$ cat src/rtl/addsub_ctrl.sv
// Operand-entry and result-capture controller for the 4-bit AddSub unit.
// Collects A, B and the op select from a shared switch bus, then registers sum/cout/overflow.
module addsub_ctrl #(
  parameter int WIDTH = 4
) (
  input  logic             clk,
  input  logic             rst,
  input  logic [WIDTH-1:0] din,
  input  logic             key_load,
  input  logic             key_clear,
  input  logic [WIDTH-1:0] sum_in,
  input  logic             cout_in,
  output logic [WIDTH-1:0] a,
  output logic [WIDTH-1:0] b,
  output logic             sel,
  output logic [WIDTH-1:0] result,
  output logic             result_cout,
  output logic             result_ovf,
  output logic             result_valid,
  output logic [3:0]       op_count,
  output logic [2:0]       state
);

  localparam int MSB = WIDTH - 1;

  typedef enum logic [2:0] {
    S_A    = 3'd0,
    S_B    = 3'd1,
    S_OP   = 3'd2,
    S_EXEC = 3'd3,
    S_DONE = 3'd4
  } state_t;

  state_t           state_q, state_d;
  logic [WIDTH-1:0] a_q, a_d;
  logic [WIDTH-1:0] b_q, b_d;
  logic             sel_q, sel_d;
  logic [WIDTH-1:0] result_q, result_d;
  logic             result_cout_q, result_cout_d;
  logic             result_ovf_q, result_ovf_d;
  logic             result_valid_q, result_valid_d;
  logic [3:0]       op_count_q, op_count_d;
  logic             ovf_calc;

  // Signed overflow: operands that agree in sign (add) or disagree (subtract)
  // overflow when the sum's sign departs from A's.
  always_comb begin
    if (sel_q) ovf_calc = (a_q[MSB] != b_q[MSB]) && (sum_in[MSB] != a_q[MSB]);
    else       ovf_calc = (a_q[MSB] == b_q[MSB]) && (sum_in[MSB] != a_q[MSB]);
  end

  // Handshake: key_load/key_clear are one-cycle pulses with no ready; each high
  // cycle is one event. result_valid stays high from capture until the next A load.
  always_comb begin
    state_d        = state_q;
    a_d            = a_q;
    b_d            = b_q;
    sel_d          = sel_q;
    result_d       = result_q;
    result_cout_d  = result_cout_q;
    result_ovf_d   = result_ovf_q;
    result_valid_d = result_valid_q;
    op_count_d     = op_count_q;
    if (key_clear) begin
      state_d        = S_A;
      a_d            = '0;
      b_d            = '0;
      sel_d          = 1'b0;
      result_d       = '0;
      result_cout_d  = 1'b0;
      result_ovf_d   = 1'b0;
      result_valid_d = 1'b0;
    end else begin
      case (state_q)
        S_A: begin
          if (key_load) begin
            a_d     = din;
            state_d = S_B;
          end
        end
        S_B: begin
          if (key_load) begin
            b_d     = din;
            state_d = S_OP;
          end
        end
        S_OP: begin
          if (key_load) begin
            sel_d   = din[0];
            state_d = S_EXEC;
          end
        end
        S_EXEC: begin
          result_d       = sum_in;
          result_cout_d  = cout_in;
          result_ovf_d   = ovf_calc;
          result_valid_d = 1'b1;
          op_count_d     = op_count_q + 4'd1;
          state_d        = S_DONE;
        end
        S_DONE: begin
          if (key_load) begin
            result_valid_d = 1'b0;
            a_d            = din;
            state_d        = S_B;
          end
        end
        default: state_d = S_A;
      endcase
    end
  end

  always_ff @(posedge clk or posedge rst) begin
    if (rst) begin
      state_q        <= S_A;
      a_q            <= '0;
      b_q            <= '0;
      sel_q          <= 1'b0;
      result_q       <= '0;
      result_cout_q  <= 1'b0;
      result_ovf_q   <= 1'b0;
      result_valid_q <= 1'b0;
      op_count_q     <= 4'd0;
    end else begin
      state_q        <= state_d;
      a_q            <= a_d;
      b_q            <= b_d;
      sel_q          <= sel_d;
      result_q       <= result_d;
      result_cout_q  <= result_cout_d;
      result_ovf_q   <= result_ovf_d;
      result_valid_q <= result_valid_d;
      op_count_q     <= op_count_d;
    end
  end

  assign a            = a_q;
  assign b            = b_q;
  assign sel          = sel_q;
  assign result       = result_q;
  assign result_cout  = result_cout_q;
  assign result_ovf   = result_ovf_q;
  assign result_valid = result_valid_q;
  assign op_count     = op_count_q;
  assign state        = state_q;

endmodule

$ cat config.mk
export PLATFORM = sky130hd
export DESIGN_NAME = addsub_ctrl
export DESIGN_NICKNAME = d
export VERILOG_FILES = /design/src/rtl/addsub_ctrl.sv
export SDC_FILE = /design/constraint.sdc
export NUM_CORES = 1
export LEC_CHECK = 0
export BUFFER_PORTS_ARGS = -buffer_cell sky130_fd_sc_hd__buf_4
export CAP_MARGIN = 20
export CORE_ASPECT_RATIO = 1.25
export CORE_MARGIN = 1.5
export CORE_UTILIZATION = 44
export CTS_CLUSTER_DIAMETER = 80
export DETAILED_ROUTE_END_ITERATION = 16
export GPL_TIMING_DRIVEN = 0
export PLACE_DENSITY = 0.82
export SYNTH_ARGS = -nofsm -noshare
export SYNTH_HDL_FRONTEND = slang
export SYNTH_SLANG_ARGS = --single-unit
$ cat constraint.sdc
create_clock -name clk -period 1.39 [get_ports clk]
set_clock_uncertainty 0.05 [all_clocks]
set_input_delay 0.139 -clock clk [delete_from_list [all_inputs] [get_ports clk]]
set_output_delay 0.139 -clock clk [all_outputs]
set_load 0.02 [all_outputs]
==> results.sh, run 1 <==
export IMPL_synth_cell_types=28
export IMPL_die_area_sq_um=2770
export IMPL_cts_buffers=3
export IMPL_critical_path_buf_inv_count=1
export IMPL_reg2reg_depth=3
export IMPL_diodes=0
export IMPL_drive_gt1_share_pct=42.6
export IMPL_critPathTopFamily="flip-flops"
export IMPL_grtUsageTotal_pct=17.2
export IMPL_relSlewSlack_pct=67.5
export IMPL_drv_slew=0
export IMPL_path_cells="buf_4 -> and4bb_2 -> mux2_4"
export IMPL_dp_slack_ps=-28.8
export IMPL_hp_class="primary input to flip-flop"
export IMPL_worstPathRequired_ps=1540
export IMPL_yosys_cell_count_top_type="dfrtp_1"
export IMPL_p_leak_nw=0.749
export IMPL_irDropWorstVdd_uv=1010
export IMPL_pin_count=36
export IMPL_grt_max_degree=24
export IMPL_vias=818
export IMPL_critPathCaptureType="flip-flop"
export IMPL_gp_congestion=0.809
export IMPL_crit_path_max_fanout=7
export IMPL_netlist_instances=91
export IMPL_antenna_found_initial=0
export IMPL_dp_hpwl_um=1520
export IMPL_area_delta_synth_final_pct=37.1
export IMPL_status="complete, but fails checks"
export IMPL_critPathKind="flip-flop to flip-flop"
export IMPL_arrival_ps=1590
export IMPL_synth_top_cell_area_share_pct=53.2
export IMPL_failed_checks="negative setup slack"
export IMPL_syn_area_sq_um=1080
export IMPL_finalSetupViolCount=1
export IMPL_routed_wl_um=2130
export IMPL_wl_per_cell_um=12.8
export IMPL_die_h_um=58.5
export IMPL_initial_core_util_pct=47.9
export IMPL_maxCapViolCount=0
export IMPL_grt_pass1_wl_um=3450
export IMPL_synth_fp_nets=105
export IMPL_cellPowerDensity_nw_per_um2=999
export IMPL_num_rows=19
export IMPL_cts_max_level=1
export IMPL_yosysTopAreaCell="dfrtp_1"
export IMPL_synthArstFlopShare_pct=100
export IMPL_whs_ps=32.1
export IMPL_synthTopCellsByArea="dfrtp_1, mux2i_1, nor2_1"
export IMPL_port_buffers=35
export IMPL_numClockSinks=23
export IMPL_drc=0
export IMPL_ant_nets=0
export IMPL_grt_pass1_vias=785
export IMPL_die_w_um=47.4
export IMPL_synth_edf_count=0
export IMPL_worst_slew_pin_slew_ps=487
export IMPL_final_nets=151
export IMPL_synthFlopType="dfrtp_1"
export IMPL_cp_slowest_cell="dfrtp_2"
export IMPL_synth_seq_cells=23
export IMPL_setup_slack_ps=-53.2
export IMPL_dr_first_iter_drc_count=16
export IMPL_yosysWarnings=0
export IMPL_cp_start_kind="flip-flop"
export IMPL_layout_min_cycle_time_ps=1440
export IMPL_fin_crit_sh_pct=104
export IMPL_hold_viol=0
export IMPL_clock_path_buffers=2
export IMPL_max_freq_ghz=0.693
export IMPL_avgSynthCellArea_sq_um=11.9
export IMPL_grt_setup_unrepaired="true"
export IMPL_core_area_sq_um=2260
export IMPL_gr_total_overflow=0
export IMPL_cpPeakStageDelay_ps=480
export IMPL_hold_depth=3
export IMPL_vias_per_cell=4.90
export IMPL_cts_clk_slew_worst_paths_ps=120
export IMPL_drt_pass1_iter_count=4
export IMPL_clockRootBuffer="clkbuf_4"
export IMPL_path_depth=3
export IMPL_clock_latency_ps=300
export IMPL_cts_tree="built"
export IMPL_synthTopCellsByCount="dfrtp_1, mux2i_1, nor2_1"
export IMPL_ys_seq_area_share_pct=53.2
## kinds of logic (layout without fill, tap and decap cells)
kind of cell	count (synthesis)	count (layout)	share of synthesized area (%)
compound gates	5	5	2.77
xor+xnor	4	4	3.24
fa+ha+maj	1	1	1.16
buf+inv	9	54	6.47
flops	23	23	53.2
mux	17	17	15.8
simple gates	32	32	17.3
## worst paths after layout
check,slack (ps),from,to
worst max register to register,-50,state[2],op_count[1]
max in group asynchronous,620,rst,state[2]
worst min-delay path,30,sum_in[1],result[1]
worst min register to register,440,op_count[3],op_count[3]
min in group asynchronous,360,rst,op_count[3]
worst max-delay path,-50,state[2],op_count[1]
## what timing repair did
item / 4_1_cts / 5_1_grt
gates resized for setup: 2 / 5
setup buffers: 3 / 5
setup endpoints to repair: 9 / 12
pin swaps: 2 / 3
hold buffers: 1 / 0
endpoints found under the hold margin: 23 / 0
## flip-flops by register name, summed over array words and instances, names as in the netlist
name and flops:
op_count 4, result_cout 1, a 4, state 3, result 4, result_valid 1, result_ovf 1, b 4
sel 1
## through the flow
step | total power, W | instances | cell area [sq um] | util (%) | TNS, ps
after CTS | 0.00149 | 163 | 1450 | 64.0 | -11.3
after floorplan | 0.00102 | 91 | 1090 | - | -83.0
final | 0.00148 | 167 | 1480 | 65.7 | -53.2
after global placement | 0.00116 | 157 | 1390 | 61.6 | -24.3
after detailed placement | 0.00118 | 157 | 1390 | 61.6 | -100
after global routing | 0.00156 | 167 | 1480 | 65.7 | -564
## layout make-up
type                       instances  area [sq um]
inverter                           2          11.3
tap                               31          38.8
sequential                        23           579
multi-input combinational         59           459
clock buffer                       4          26.3
fill                             188           774
timing repair buffer              44           343
buffer                             4          26.3
## layer usage
layer / wire length [um] / global-route usage, % / vias to the layer above
met2: 1110 / 28.2 / 22
li1: - / - / 397
met5: 0 / 0 / -
met3: 85 / 3.68 / 2
met1: 925 / 23.3 / 397
met4: 16 / 3.57 / 0
## cells in the final DEF (no fill, tap or decap)
cell           instances
xnor2_1                3
clkbuf_4               3
mux2i_2                1
dfrtp_2                3
and4bb_2               2
a21oi_1                3
buf_6                  1
nor3b_4                1
clkbuf_2               1
mux2i_1               15
buf_1                  1
nand3b_1               1
buf_4                 42
dfrtp_1               20
inv_1                  1
dlygate4sd3_1          1
nand4_1                1
o21a_1                 1
nand2b_1               3
nor3b_1                1
xor2_1                 1
buf_12                 1
nor2_1                15
nor4b_1                1
ha_1                   1
a211oi_1               1
clkbuf_1               2
nor4bb_4               1
nor3_1                 3
nor2b_1                1
clkinvlp_4             1
nand2_1                2
mux2_4                 1
## worst reg2reg max path: cells and delay by family (launching register included)
kind,cells,cell delay (ps)
DFF,1,480
and+or+nand+nor,1,350
muxes,1,310
buffers and inverters,1,160
## power by group
group          switching [W]  total (W)  internal [W]
Clock               0.000184   0.000296      0.000112
Sequential         0.0000639   0.000788      0.000725
Combinational       0.000188   0.000398      0.000210
No activity file was read; power rests on OpenSTA's default activity.
==> inputs of run 2 (changes only) <==
Settings changed: ABC_AREA set to 1, CELL_PAD_IN_SITES_DETAIL_PLACEMENT set to 1, CELL_PAD_IN_SITES_GLOBAL_PLACEMENT set to 1, CORE_UTILIZATION 44 to 32, PLACE_DENSITY 0.82 to 0.81.
Clock period 1.39 ns to 1.2 ns, I/O delays scaled along.
==> results.sh, run 2 <==
export IMPL_whs_ps=-26.9
export IMPL_ys_seq_area_share_pct=51.5
export IMPL_antenna_found_initial=0
export IMPL_wl_per_cell_um=14.3
export IMPL_final_cell_mix="nand2_1, buf_4, dfrtp_1"
export IMPL_drt_pass1_iter_count=2
export IMPL_die_h_um=69.1
export IMPL_yosysWarnings=0
export IMPL_synth_top_cell_area_share_pct=51.5
export IMPL_layout_area_seq_sq_um=579
export IMPL_clock_path_buffers=2
export IMPL_irDropWorstVdd_uv=668
export IMPL_cts_buffers=3
export IMPL_avgSynthCellArea_sq_um=8.54
export IMPL_synthTopCellsByArea="dfrtp_1, nand2_1, nand3_1"
export IMPL_relSlewSlack_pct=42.3
export IMPL_numClockSinks=23
export IMPL_vias=1040
export IMPL_num_rows=23
export IMPL_dp_hpwl_um=2190
export IMPL_p_seq_share_pct=48.1
export IMPL_drv_slew=0
export IMPL_clockPowerShare_pct=24.8
export IMPL_swShare_pct=33.7
export IMPL_pin_count=36
export IMPL_ant_nets=0
export IMPL_synth_seq_cells=23
export IMPL_maxCapViolCount=0
export IMPL_final_nets=192
export IMPL_routed_wl_um=3060
export IMPL_fin_crit_sh_pct=97.8
export IMPL_pwr_share_comb_pct=27.1
export IMPL_yosys_cell_count_top_type="nand2_1"
export IMPL_failed_checks="negative hold slack"
export IMPL_p_total_w=0.00201
export IMPL_worstPathRequired_ps=1350
export IMPL_fin_area_sq_um=1590
export IMPL_die_w_um=55.9
export IMPL_grt_setup_unrepaired="true"
export IMPL_r2r_slack_ps=30
export IMPL_hp_class="primary input to asynchronous set/reset pin"
export IMPL_dr_first_iter_drc_count=7
export IMPL_gr_total_overflow=0
export IMPL_fillers=414
export IMPL_grt_pass1_wl_um=4950
export IMPL_p_sw_w=0.000679
export IMPL_status="complete, but fails checks"
export IMPL_finalSetupViolCount=0
export IMPL_synth_fp_nets=145
export IMPL_multi_input_area_sq_um=497
export IMPL_final_common_cell="nand2_1"
export IMPL_port_buffers=35
export IMPL_crit_path_max_fanout=7
export IMPL_die_area_sq_um=3860
export IMPL_diodes=0
export IMPL_cts_clk_slew_worst_paths_ps=80
export IMPL_place_area_sq_um=1430
export IMPL_critPathKind="flip-flop to flip-flop"
export IMPL_drc=0
export IMPL_p_leak_nw=0.866
export IMPL_syn_area_sq_um=1120
export IMPL_initial_core_util_pct=34.1
export IMPL_placed_cells=203
export IMPL_area_delta_synth_final_pct=41.9
export IMPL_grtUsageTotal_pct=16.4
export IMPL_layout_min_cycle_time_ps=1170
export IMPL_tns_ps=0
export IMPL_worst_slew_pin_slew_ps=864
export IMPL_cellPowerDensity_nw_per_um2=1270
export IMPL_synthArstFlopShare_pct=100
export IMPL_cts_max_level=1
export IMPL_p_int_w=0.00133
export IMPL_arrival_ps=1320
export IMPL_synth_cell_types=23
export IMPL_vias_per_cell=4.86
export IMPL_grt_pass1_vias=1034
export IMPL_final_cells=214
export IMPL_critPathCaptureType="flip-flop"
export IMPL_synthFlopType="dfrtp_1"
export IMPL_max_freq_ghz=0.852
export IMPL_synthTopCellsByCount="nand2_1, dfrtp_1, nand3_1"
export IMPL_grt_max_degree=24
export IMPL_core_area_sq_um=3280
export IMPL_netlist_instances=131
export IMPL_drive_gt1_share_pct=37.3
export IMPL_yosysTopAreaCell="dfrtp_1"
export IMPL_cts_tree="built"
export IMPL_fin_util_pct=48.4
export IMPL_clockRootBuffer="clkbuf_8"
export IMPL_gp_congestion=0.731
export IMPL_cp_start_kind="flip-flop"
export IMPL_clock_latency_ps=270
export IMPL_hold_viol=23
export IMPL_synth_edf_count=0
run 2: cell count changes in the layout (fill, tap and decap cells not counted), sizes merged, moves of 4 or more:
cell   previous run  this run
nand3             0        21
buf              45        41
o21ai             0         7
nor2             15         7
mux2i            16         0
inv               1        16
nand2             2        47
run 2: repair_timing:
| action | 4_1_cts | 5_1_grt |
|---|---|---|
| setup buffers | 4 | 0 |
| gates resized for setup | 1 | 9 |
| endpoints found under the hold margin | 3 | 0 |
| endpoints found under the setup margin | 20 | 12 |
| pin swaps | 1 | 2 |
| hold buffers | 3 | 0 |
run 2: cells by family after synthesis:
family	Yosys count	synth area share, %
buffers and inverters	18	7.05
xor gates and xnor gates	2	2.24
DFF	23	51.5
AOI/OAI and AO/OA	10	5.37
adders and majority gates	1	1.12
and+or+nand+nor	77	32.8
run 2: cell type report:
type | instances | area share [%]
sequential | 23 | 36.5
buffer | 2 | 1.02
timing repair buffer | 42 | 21.4
tap | 37 | 2.92
multi-input combinational | 90 | 31.3
inverter | 16 | 4.10
clock buffer | 4 | 2.84
run 2: metal layers:
layer  share of wire [%]  up-vias  wire (um)  global-route usage (%)
li1                    -      505          -                       -
met1                  41      508       1260                    19.5
met2                  54       23       1660                    29.2
met3                 3.3        4        101                    2.81
met4                 1.3        0         40                    6.35
met5                   0        -          0                       0
run 2: critical path: stages (launching register included):
cell,delay [ps]
dfrtp_2,500
nand3_4,150
nor2_8,150
buf_12,130
xor2_2,130
run 2: through the flow:
stage / worst slack (ps) / hold slack, ps
after floorplan: -22.5 / 71.7
after global placement: -65.4 / 266
after detailed placement: -127 / 271
after CTS: -0.407 / 2.99
after global routing: -34.7 / 15.5
final: 26.9 / -26.9
run 2: power groups by stage:
stage	sequential [W]	clock (W)	combinational, W
3_3_place_gp	0.000973	0	0.000503
3_5_place_dp	0.000981	0	0.000524
6_report	0.000969	0.000500	0.000545
2_1_floorplan	0.00106	0	0.000207
5_1_grt	0.000980	0.000542	0.000598
4_1_cts	0.000965	0.000510	0.000540
run 2: worst paths after layout:
kind,startpoint,to,cells after the start
min in group clk,sum_in[1],result[1],3
worst max register to register,state[1],op_count[0],4
worst max-delay path,state[1],op_count[0],4
max in group asynchronous,rst,state[1],2
worst min-delay path,rst,result_valid,2
worst min register to register,a[1],a[1],2
